--- config.mk ---
export PLATFORM = sky130hd
export DESIGN_NAME = squeeze_bank_writer
export DESIGN_NICKNAME = d
export VERILOG_FILES = /design/src/rtl/squeeze_bank_writer_pkg.sv /design/src/rtl/squeeze_relu.sv /design/src/rtl/squeeze_bank_writer.sv
export SDC_FILE = /design/constraint.sdc
export NUM_CORES = 1
export LEC_CHECK = 0
export CORE_MARGIN = 2
export CORE_UTILIZATION = 37
export DETAILED_ROUTE_END_ITERATION = 10
export GPL_TIMING_DRIVEN = 0
export PLACE_DENSITY = 0.71
export SYNTH_ARGS = -nofsm -noshare
export SYNTH_HDL_FRONTEND = slang
export SYNTH_SLANG_ARGS = --single-unit
--- constraint.sdc ---
create_clock -name clk -period 2.71 [get_ports clk]
set_clock_uncertainty 0.2 [all_clocks]
set_input_delay 0.6775 -clock clk [delete_from_list [all_inputs] [get_ports clk]]
set_output_delay 0.6775 -clock clk [all_outputs]
set_load 0.005 [all_outputs]
--- src/rtl/squeeze_bank_writer_pkg.sv ---
// Shared parameters and types for the squeeze-stage bank writer.
// Holds default geometry, the FSM encoding and the counter-width helper.
package squeeze_bank_writer_pkg;

   localparam int DW_DEF     = 16;
   localparam int LANES_DEF  = 8;
   localparam int IMG_W_DEF  = 111;
   localparam int IMG_H_DEF  = 111;
   localparam int ADDR_W_DEF = 32;

   typedef enum logic [1:0] {
      ST_IDLE  = 2'd0,
      ST_FILL  = 2'd1,
      ST_WRITE = 2'd2,
      ST_DONE  = 2'd3
   } state_t;

   // Bits needed to count 0..n-1, never less than one.
   function automatic int cnt_width(input int n);
      return (n <= 2) ? 1 : $clog2(n);
   endfunction

endpackage

--- src/rtl/squeeze_relu.sv ---
// Optional ReLU on one signed sample: negative values clamp to zero.
module squeeze_relu #(
   parameter int DW   = 16,
   parameter int RELU = 1
) (
   input  logic [DW-1:0] din,
   output logic [DW-1:0] dout
);

   assign dout = ((RELU != 0) && din[DW-1]) ? '0 : din;

endmodule

--- src/rtl/squeeze_bank_writer.sv ---
// Packs the serial squeeze-conv sample stream into LANES-wide bank words,
// one write per spatial position, and pulses done at end of frame.
//
// state    | meaning
// ---------+-----------------------------------------------------------
// ST_IDLE  | waiting for start; upstream held off
// ST_FILL  | accepting samples into lane registers
// ST_WRITE | one-cycle bank write of the packed word at address pixel
// ST_DONE  | one-cycle done pulse, then back to idle
module squeeze_bank_writer
   import squeeze_bank_writer_pkg::*;
#(
   parameter int DW     = DW_DEF,
   parameter int LANES  = LANES_DEF,
   parameter int IMG_W  = IMG_W_DEF,
   parameter int IMG_H  = IMG_H_DEF,
   parameter int ADDR_W = ADDR_W_DEF,
   parameter int RELU   = 1
) (
   input  logic                clk,
   input  logic                rst,
   input  logic                start,
   input  logic                in_valid,
   output logic                in_ready,
   input  logic [DW-1:0]       in_data,
   output logic                wren,
   output logic [ADDR_W-1:0]   address1,
   output logic [DW*LANES-1:0] datain,
   output logic                busy,
   output logic                done
);

   localparam int NPIX = IMG_W * IMG_H;
   localparam int PW   = cnt_width(NPIX);
   localparam int LW   = cnt_width(LANES);
   localparam logic [PW-1:0] LAST_PIX  = PW'(NPIX - 1);
   localparam logic [LW-1:0] LAST_LANE = LW'(LANES - 1);

   state_t          state;
   logic [LW-1:0]   lane;
   logic [PW-1:0]   pixel;
   logic [DW-1:0]   lane_reg [LANES];
   logic [DW-1:0]   relu_q;
   logic            accept;

   squeeze_relu #(
      .DW   (DW),
      .RELU (RELU)
   ) u_relu (
      .din  (in_data),
      .dout (relu_q)
   );

   // in_ready is a flop that mirrors ST_FILL, so this is the handshake.
   assign accept = in_valid && in_ready;

   always_ff @(posedge clk or negedge rst) begin
      if (!rst) begin
         state    <= ST_IDLE;
         lane     <= '0;
         pixel    <= '0;
         in_ready <= 1'b0;
         wren     <= 1'b0;
         busy     <= 1'b0;
         done     <= 1'b0;
         for (int k = 0; k < LANES; k++) lane_reg[k] <= '0;
      end else begin
         case (state)
            ST_IDLE: begin
               if (start) begin
                  state    <= ST_FILL;
                  lane     <= '0;
                  pixel    <= '0;
                  in_ready <= 1'b1;
                  busy     <= 1'b1;
               end
            end
            ST_FILL: begin
               if (accept) begin
                  lane_reg[lane] <= relu_q;
                  if (lane == LAST_LANE) begin
                     lane     <= '0;
                     state    <= ST_WRITE;
                     in_ready <= 1'b0;
                     wren     <= 1'b1;
                  end else begin
                     lane <= lane + LW'(1);
                  end
               end
            end
            ST_WRITE: begin
               wren <= 1'b0;
               if (pixel == LAST_PIX) begin
                  state <= ST_DONE;
                  done  <= 1'b1;
               end else begin
                  pixel    <= pixel + PW'(1);
                  state    <= ST_FILL;
                  in_ready <= 1'b1;
               end
            end
            ST_DONE: begin
               done  <= 1'b0;
               busy  <= 1'b0;
               state <= ST_IDLE;
            end
            default: state <= ST_IDLE;
         endcase
      end
   end

   // Pixel counter doubles as the write address; it is held after the frame.
   assign address1 = ADDR_W'(pixel);

   for (genvar k = 0; k < LANES; k++) begin : g_pack
      assign datain[k*DW +: DW] = lane_reg[k];
   end

endmodule

==> results.cfg, run 1 <==
[layout]
num_antenna_cells = 0
layout.nets = 668
fillers = 1424
largest_register_ffs = 120
stdcell_count = 877
utilization = 0.529
drive_gt1_frac = 0.312
area_growth_pct = 41.0
final_area_um2 = 8710

[global_routing]
grt_max_degree = 75
grt_pass1_vias = 4373
grt.overflow.total = 0
grt_pass1_wl_um = 24100
grt_usage = 0.175
antenna_found_initial = 0

[setup_path]
startpoint_type = input pin
max_stage_delay_ns = 0.48
slowest_stage = clkdlybuf4s50_1
path_max_fanout = 10
crit_required_ns = 2.81
r2r_cells = 7
critical_path_arrival_ns = 2.56
critical_path_class = in -> reg
crit_top_cell = buf_6
crit_chain = clkdlybuf4s50_1 -> and4b_1 -> buf_6 -> nand2b_4 -> nor3b_4 -> buf_6 -> mux2_2
end_kind = flop

[timing]
tightest_slew_ns = 0.726
hold_violations = 0
period_needed_ns = 2.46
relSlewSlack = 0.514
fmax_mhz = 407
whs_ns = 0.0606
drv_slew = 0
setup_viol = 0
rsz0062_at_grt = no
post-route-period-util = 0.907

[synth]
yosys.cell_types.count = 46
synth_cells = 442
yosys_warnings = 0
synth_enable_flop_cells = 0
async_flop_share = 1.00
synth_top_area_cell = dfrtp_1
ys_seq_area_frac = 0.579
synth_area_leaders = dfrtp_1 (58%), mux2_2 (22%), buf_4 (3.6%), buf_6 (1.6%), nor2b_1 (1.6%)
synth_flop_cell = dfrtp_1
yosys.area.top_type_share = 0.579
syn_area_per_cell_um2 = 14.0
synth-seq-cells = 143
synthesis.area_um2 = 6180

[floorplanning]
die-width_um = 133
die_area_um2 = 17800
die_h_um = 133
rows = 47
fp.coreArea_um2 = 16500
initial_utilization = 0.375
ios = 184

[pwr]
p_leak_uw = 0.00403
sw_frac_of_total = 0.273
vdd_ir_drop_max_uv = 477
pwr-share-clk = 0.308
p_sw_uw = 1960
combPwrFrac = 0.279
seq_power_share = 0.412
power_density_nw_per_um2 = 824
p_int_uw = 5220

[cts]
cts_setup_buffers = 0
cts.sinks = 143
ctsHoldBuffers = 0
cts_max_level = 4
cts_root_buf = clkbuf_16
post_cts_resized = 0
clock_latency_ns = 0.42
cts_max_path_buffers = 2
clk_pin_slew_ns = 0.06
cts_buffers = 17
cts_tree = built

[routing]
via_count = 4260
first_pass_iters = 4
drt-total-wl_um = 15100
drt_drc_violations_left = 0
viasPerCell = 4.86
drt-initial-drc-count = 154
wl_per_cell_um = 17.2
ant_nets = 0

[place]
dp.cells = 845
dpl_cell_area_um2 = 8150
place_congestion = 0.812
dp_hpwl_um = 10900
portBuffers = 157

[status]
outcome = finished clean

[min_path]
hp-class = in -> async

[flow_run]
cap_viol_max_count = 0
## layout make-up
type / instances / area [um^2] / area share
clock buffers: 17 / 425 / 0.0488
multi-input cells: 272 / 2320 / 0.266
repair buffers: 158 / 1600 / 0.184
flip-flops and latches: 143 / 3580 / 0.411
plain buffers: 45 / 349 / 0.0401
inverters: 7 / 26.3 / 0.00302
well taps: 220 / 275 / 0.0316
clock inverters: 15 / 136 / 0.0157
## cell usage after synthesis (6+ instances only)
cell type  number
a21oi_1         6
buf_4          30
buf_6           9
clkbuf_1        6
dfrtp_1       143
inv_1           7
mux2_2        119
nand2_1         7
nand3_1         9
nor2_1         15
nor2b_1        16
nor3_1          7
o21ai_0        10
## layer usage
| layer | GRT usage | vias to the layer above | wire length (um) | part of all wire |
|---|---|---|---|---|
| li1 | - | 1920 | - | - |
| met1 | 0.215 | 2159 | 6260 | 0.42 |
| met2 | 0.292 | 162 | 7480 | 0.50 |
| met3 | 0.0620 | 19 | 1130 | 0.075 |
| met4 | 0.0526 | 0 | 193 | 0.013 |
| met5 | 0 | - | 0 | 0 |
## cell usage in the layout, fill, tap and decap left out, drive strengths merged, types with 3 or more instances in the layout
master / count
mux2: 120
clkinvlp: 6
nand2: 8
xnor2: 3
nand4: 4
nor2: 16
nor2b: 16
nor4: 3
buf: 41
inv: 12
clkdlybuf4s50: 156
dfrtp: 143
clkinv: 3
o21ai: 10
a31oi: 4
clkbuf: 23
nand2b: 3
nand3b: 4
nand3: 10
nor3: 8
a21oi: 6
o31ai: 4
ha: 4
conb: 26
## path summary, 6_finish.rpt
kind / to / slack [ns] / start
setup / recovery: datain[75] / 0.25 / in_valid
hold / removal: datain[122] / 0.06 / rst
setup reg to reg: pixel[11] / 0.32 / pixel[0]
hold reg to reg: datain[6] / 0.30 / datain[6]
max in group asynchronous: datain[67] / 1.47 / rst
min in group clk: datain[6] / 0.30 / datain[6]
## cell families (layout without fill, tap and decap cells)
group | after synthesis | after routing | synth area share
multiplexers | 122 | 122 | 0.223
XOR/XNOR | 3 | 3 | 0.00425
flip-flops | 143 | 143 | 0.579
AO/OA/AOI/OAI | 32 | 32 | 0.0332
AND/OR/NAND/NOR | 85 | 85 | 0.0915
adder cells (fa/ha/maj) | 4 | 4 | 0.00810
other | 1 | 26 | 0.000607
buffers and inverters | 52 | 242 | 0.0607
## power groups by stage
stage	Clock, uW	Combinational (uW)	Sequential, uW
after global routing	2360	2160	3030
after detailed placement	0	2020	3000
after CTS	2260	2030	2970
final	2220	2000	2960
after global placement	0	1960	2970
after floorplan	0	760	2980
## metrics by stage
| step | power, uW | setup slack, ns | setup TNS [ns] |
|---|---|---|---|
| after floorplan | 3740 | 0.484 | 0 |
| after global placement | 4940 | -4.66 | -671.18 |
| after detailed placement | 5020 | -0.213 | -7.61 |
| after CTS | 7260 | 0.238 | 0 |
| after global routing | 7550 | 0.0984 | 0 |
| final | 7180 | 0.252 | 0 |
## critical path: cells and delay by family
| family | cells | cell delay (ns) |
|---|---|---|
| buffers and inverters | 3 | 0.83 |
| AND/OR/NAND/NOR | 3 | 0.69 |
| multiplexers | 1 | 0.35 |
Note: power is estimated with default switching activity, not from simulation.
==> run 2: changes to the inputs <==
--- a/config.mk
+++ b/config.mk
@@ -6,10 +6,10 @@
 export NUM_CORES = 1
 export LEC_CHECK = 0
 export CORE_MARGIN = 2
-export CORE_UTILIZATION = 37
+export CORE_UTILIZATION = 32
 export DETAILED_ROUTE_END_ITERATION = 10
 export GPL_TIMING_DRIVEN = 0
-export PLACE_DENSITY = 0.71
+export PLACE_DENSITY = 0.64
 export SYNTH_ARGS = -nofsm -noshare
 export SYNTH_HDL_FRONTEND = slang
 export SYNTH_SLANG_ARGS = --single-unit
==> results.cfg, run 2 (synthesized netlist as in run 1, its figures left out) <==
[timing]
drv_slew = 0
relSlewSlack = 0.441
whs_ns = -0.00593
setup_viol = 0
rsz0062_at_grt = no
period_needed_ns = 2.50
tightest_slew_ns = 0.837
fmax_mhz = 400
setup_tns_ns = 0
hold_violations = 3
post-route-period-util = 0.922

[global_routing]
antenna_found_initial = 0
grt_pass1_wl_um = 25000
grt.overflow.total = 0
grt_usage = 0.162
grt_max_degree = 91
grt_pass1_vias = 4303

[routing]
ant_nets = 0
viasPerCell = 4.60
first_pass_iters = 4
via_count = 4215
drt-total-wl_um = 15900
drt-initial-drc-count = 192
drt_drc_violations_left = 0
wl_per_cell_um = 17.4

[status]
outcome = finished with violations
violations = hold timing

[setup_path]
r2r_end = pixel[1]
end_kind = flop
crit_chain = clkdlybuf4s50_1 -> and4b_1 -> buf_6 -> nand2b_4 -> nor2_2 -> buf_4 -> mux2_2
max_stage_delay_ns = 0.49
path_max_fanout = 10
critical_path_arrival_ns = 2.60
critical_path_class = in -> reg
rrSetupSlack_ns = 0.32
r2r_cells = 7
critPathBufInv = 3
path_delay_family = buffers and inverters
reg2reg_from = pixel[0]
slowest_stage = clkdlybuf4s50_1
crit_required_ns = 2.81
startpoint_type = input pin

[cts]
cts_tree = built
ctsHoldBuffers = 0
cts_max_level = 4
clk_pin_slew_ns = 0.06
cts_setup_buffers = 0
post_cts_resized = 0
cts_buffers = 17
cts_root_buf = clkbuf_16
cts.sinks = 143
clock_latency_ns = 0.42
cts_max_path_buffers = 2

[layout]
drive_gt1_frac = 0.311
largest_register_ffs = 120
stdcell_count = 916
final_area_um2 = 8830
layout_commonest_cell = clkdlybuf4s50_1
num_antenna_cells = 0
layout.nets = 668
final_cell_mix = clkdlybuf4s50_1 (156), dfrtp_1 (143), mux2_2 (119), buf_4 (30), conb_1 (26)
area_growth_pct = 42.9

[flow_run]
cap_viol_max_count = 0

[floorplanning]
initial_utilization = 0.328
die_area_um2 = 20400
die_h_um = 143
rows = 50
fp.coreArea_um2 = 18800
die-width_um = 143
ios = 184

[pwr]
p_total_uw = 7490
power_density_nw_per_um2 = 848
p_leak_uw = 0.00408
vdd_ir_drop_max_uv = 461

[place]
place_congestion = 0.826
dp_hpwl_um = 11300
dp.cells = 885
dpl_cell_area_um2 = 8200
portBuffers = 157

[min_path]
hp-class = in -> async
## run 2: metrics by stage
stage | worst slack (ns) | util | hold slack [ns]
CTS | 0.223 | 0.469 | 0.0168
global route | 0.146 | 0.469 | 0.0273
detailed placement | -0.237 | 0.435 | 0.292
global placement | -4.85 | 0.434 | 0.287
finish | 0.211 | 0.469 | -0.00593
floorplan | 0.484 | - | 0.182
## run 2: worst max path at each step
| stage | from | endpoint | slack [ns] | cells after the start |
|---|---|---|---|---|
| 2_1_floorplan | in_valid | datain[69] | 0.48 | 6 |
| 5_1_grt | pixel[0] | pixel[0] | 0.15 | 7 |
| 6_report | in_valid | datain[109] | 0.21 | 7 |
| 4_1_cts | in_valid | datain[76] | 0.22 | 7 |
| 3_5_place_dp | in_valid | datain[109] | -0.24 | 7 |
| 3_3_place_gp | rst | datain[32] | -4.85 | 1 |
## run 2: metal layers
metal	track usage	vias to the layer above	share of wire
li1	-	1918	-
met1	0.209	2136	0.43
met2	0.267	142	0.49
met3	0.0423	19	0.063
met4	0.0537	0	0.016
met5	0	-	0
## run 2: power breakdown
group	total [uW]	internal (uW)	switching, uW	leakage, uW
Combinational	2010	1310	693	0.00183
Clock	2520	1560	963	0.000307
Sequential	2960	2630	329	0.00194
Total	7490	5500	1990	0.00408
## run 2: final cells by class
class | instances | area, um^2
plain buffers | 45 | 349
clock buffers | 17 | 425
clock inverters | 14 | 205
fillers | 1666 | 10000
inverters | 7 | 26.3
multi-input cells | 272 | 2320
flip-flops and latches | 143 | 3580
well taps | 260 | 325
repair buffers | 158 | 1600
==> run 3: changes to the inputs <==
--- a/config.mk
+++ b/config.mk
@@ -8,8 +8,8 @@
 export CORE_MARGIN = 2
 export CORE_UTILIZATION = 32
 export DETAILED_ROUTE_END_ITERATION = 10
-export GPL_TIMING_DRIVEN = 0
-export PLACE_DENSITY = 0.64
+export PLACE_DENSITY = 0.66
+export SKIP_LAST_GASP = 1
 export SYNTH_ARGS = -nofsm -noshare
 export SYNTH_HDL_FRONTEND = slang
 export SYNTH_SLANG_ARGS = --single-unit
==> constraint.sdc (replaced) <==
create_clock -name clk -period 2.2 [get_ports clk]
set_clock_uncertainty 0.2 [all_clocks]
set_input_delay 0.55 -clock clk [delete_from_list [all_inputs] [get_ports clk]]
set_output_delay 0.55 -clock clk [all_outputs]
set_load 0.005 [all_outputs]
==> results.cfg, run 3 (synthesized netlist as in run 1, its figures left out) <==
[min_path]
hp-class = reg -> reg
min_path_cells = 1

[timing]
drv_slew = 0
tightest_slew_ns = 0.814
period_needed_ns = 2.14
relSlewSlack = 0.456
post-route-period-util = 0.971
setup_viol = 0
rsz0062_at_grt = yes
hold_violations = 0
fmax_mhz = 468

[setup_path]
cp.depth = 1
crit_end = address1[6]
critPathLaunch = pixel[6]
critical_path_class = reg -> out
path_max_fanout = 8
path_delay_family = buffers and inverters
slowest_stage = clkdlybuf4s50_1
critical_path_arrival_ns = 1.39
reg2reg_from = pixel[0]
max_stage_delay_ns = 0.52
end_kind = output port
crit_required_ns = 1.45
startpoint_type = flop
critPathBufInv = 1
rrSetupSlack_ns = 0.10
r2r_cells = 6
crit_chain = clkdlybuf4s50_1
r2r_end = pixel[1]

[cts]
cts_tree = built
cts_buffers = 17
cts_root_buf = clkbuf_16
clk_pin_slew_ns = 0.06
cts_max_level = 4
clock_latency_ns = 0.42
cts_max_path_buffers = 2
cts.sinks = 143

[global_routing]
antenna_found_initial = 0
grt.overflow.total = 0
grt_pass1_wl_um = 24400
grt_max_degree = 56
grt_usage = 0.159
grt_pass1_vias = 4240

[routing]
ant_nets = 0
wl_per_cell_um = 17.5
via_count = 4194
viasPerCell = 4.63
drt-total-wl_um = 15900
first_pass_iters = 4
drt-initial-drc-count = 195
drt_drc_violations_left = 0

[layout]
largest_register_ffs = 120
area_growth_pct = 42.5
num_antenna_cells = 0
fillers = 1664
stdcell_count = 906
drive_gt1_frac = 0.324
final_cell_mix = clkdlybuf4s50_1 (156), dfrtp_1 (134), mux2_2 (119), conb_1 (26), buf_4 (26)
layout_commonest_cell = clkdlybuf4s50_1
layout.nets = 657

[floorplanning]
die_h_um = 143
ios = 184
die-width_um = 143
initial_utilization = 0.328
rows = 50
die_area_um2 = 20400
fp.coreArea_um2 = 18800

[place]
dp_hpwl_um = 11400
place_congestion = 0.826
portBuffers = 157
dp.cells = 868

[pwr]
vdd_ir_drop_max_uv = 581
power_density_nw_per_um2 = 1030
p_leak_uw = 0.00401
p_total_uw = 9090

[flow_run]
cap_viol_max_count = 0

[status]
outcome = finished clean
[run 3: changes by cell type in the layout (fill, tap and decap cells not counted), sizes merged]
cell,before,now
dlygate4sd3,0,1
clkbuf,23,19
clkinvlp,1,5
inv,12,8
bufinv,4,3
buf,41,35
[run 3: final cells by class]
type                       count  area, um^2  area share
clock inverter                13         164      0.0186
sequential                   143        3590       0.408
clock buffer                  19         443      0.0503
timing repair buffer         192        1940       0.220
multi-input combinational    272        2320       0.264
tap                          260         325      0.0369
inverter                       7        26.3     0.00298
[run 3: repair_timing]
item / CTS / global route
resized for setup: 7 / 4
setup buffers: 0 / 5
hold buffers: 1 / 0
endpoints found under the setup margin: 7 / 13
hold endpoints to repair: 41 / 0
[run 3: worst min-delay path by stage]
stage | startpoint | slack (ns) | end
after floorplan | rst | 0.05 | busy
after global placement | datain[54] | 0.29 | datain[54]
after detailed placement | wren | 0.29 | wren
after CTS | datain[89] | 0.31 | datain[89]
after global routing | datain[121] | 0.31 | datain[121]
final | datain[90] | 0.30 | datain[90]
[run 3: worst register-to-register path, stage by stage (launching register included)]
cell     delay (ns)
dfrtp_2        0.44
inv_1          0.12
ha_1           0.18
nor4b_1        0.30
and4_2         0.44
nor2_1         0.15
o21ai_0        0.20
[run 3: layer usage]
metal  global-route usage  vias to the layer above  share of wire
met5                    0                        -              0
met4               0.0459                        0          0.011
met3               0.0473                       15          0.064
met2                0.258                      143           0.49
met1                0.205                     2135           0.44
li1                     -                     1901              -
[run 3: per-stage QoR]
stage / utilization / hold WS (ns) / setup TNS, ns / area, um^2 / setup slack [ns]
3_3_place_gp: 0.432 / 0.288 / -37.53 / 8140 / -0.364
5_1_grt: 0.468 / 0.314 / -0.0193 / 8810 / -0.0175
2_1_floorplan: - / 0.0544 / 0 / 6270 / 0.102
3_5_place_dp: 0.432 / 0.286 / -38.80 / 8140 / -0.386
6_report: 0.468 / 0.303 / 0 / 8810 / 0.0642
4_1_cts: 0.466 / 0.307 / 0 / 8770 / 0.00957
[run 3: report_power, final]
part / internal, uW / switching (uW) / leakage, uW / total [uW]
combinational: 1640 / 771 / 0.00180 / 2410
sequential: 3250 / 495 / 0.00193 / 3750
clock: 1810 / 1130 / 0.000282 / 2940
total: 6700 / 2390 / 0.00401 / 9090
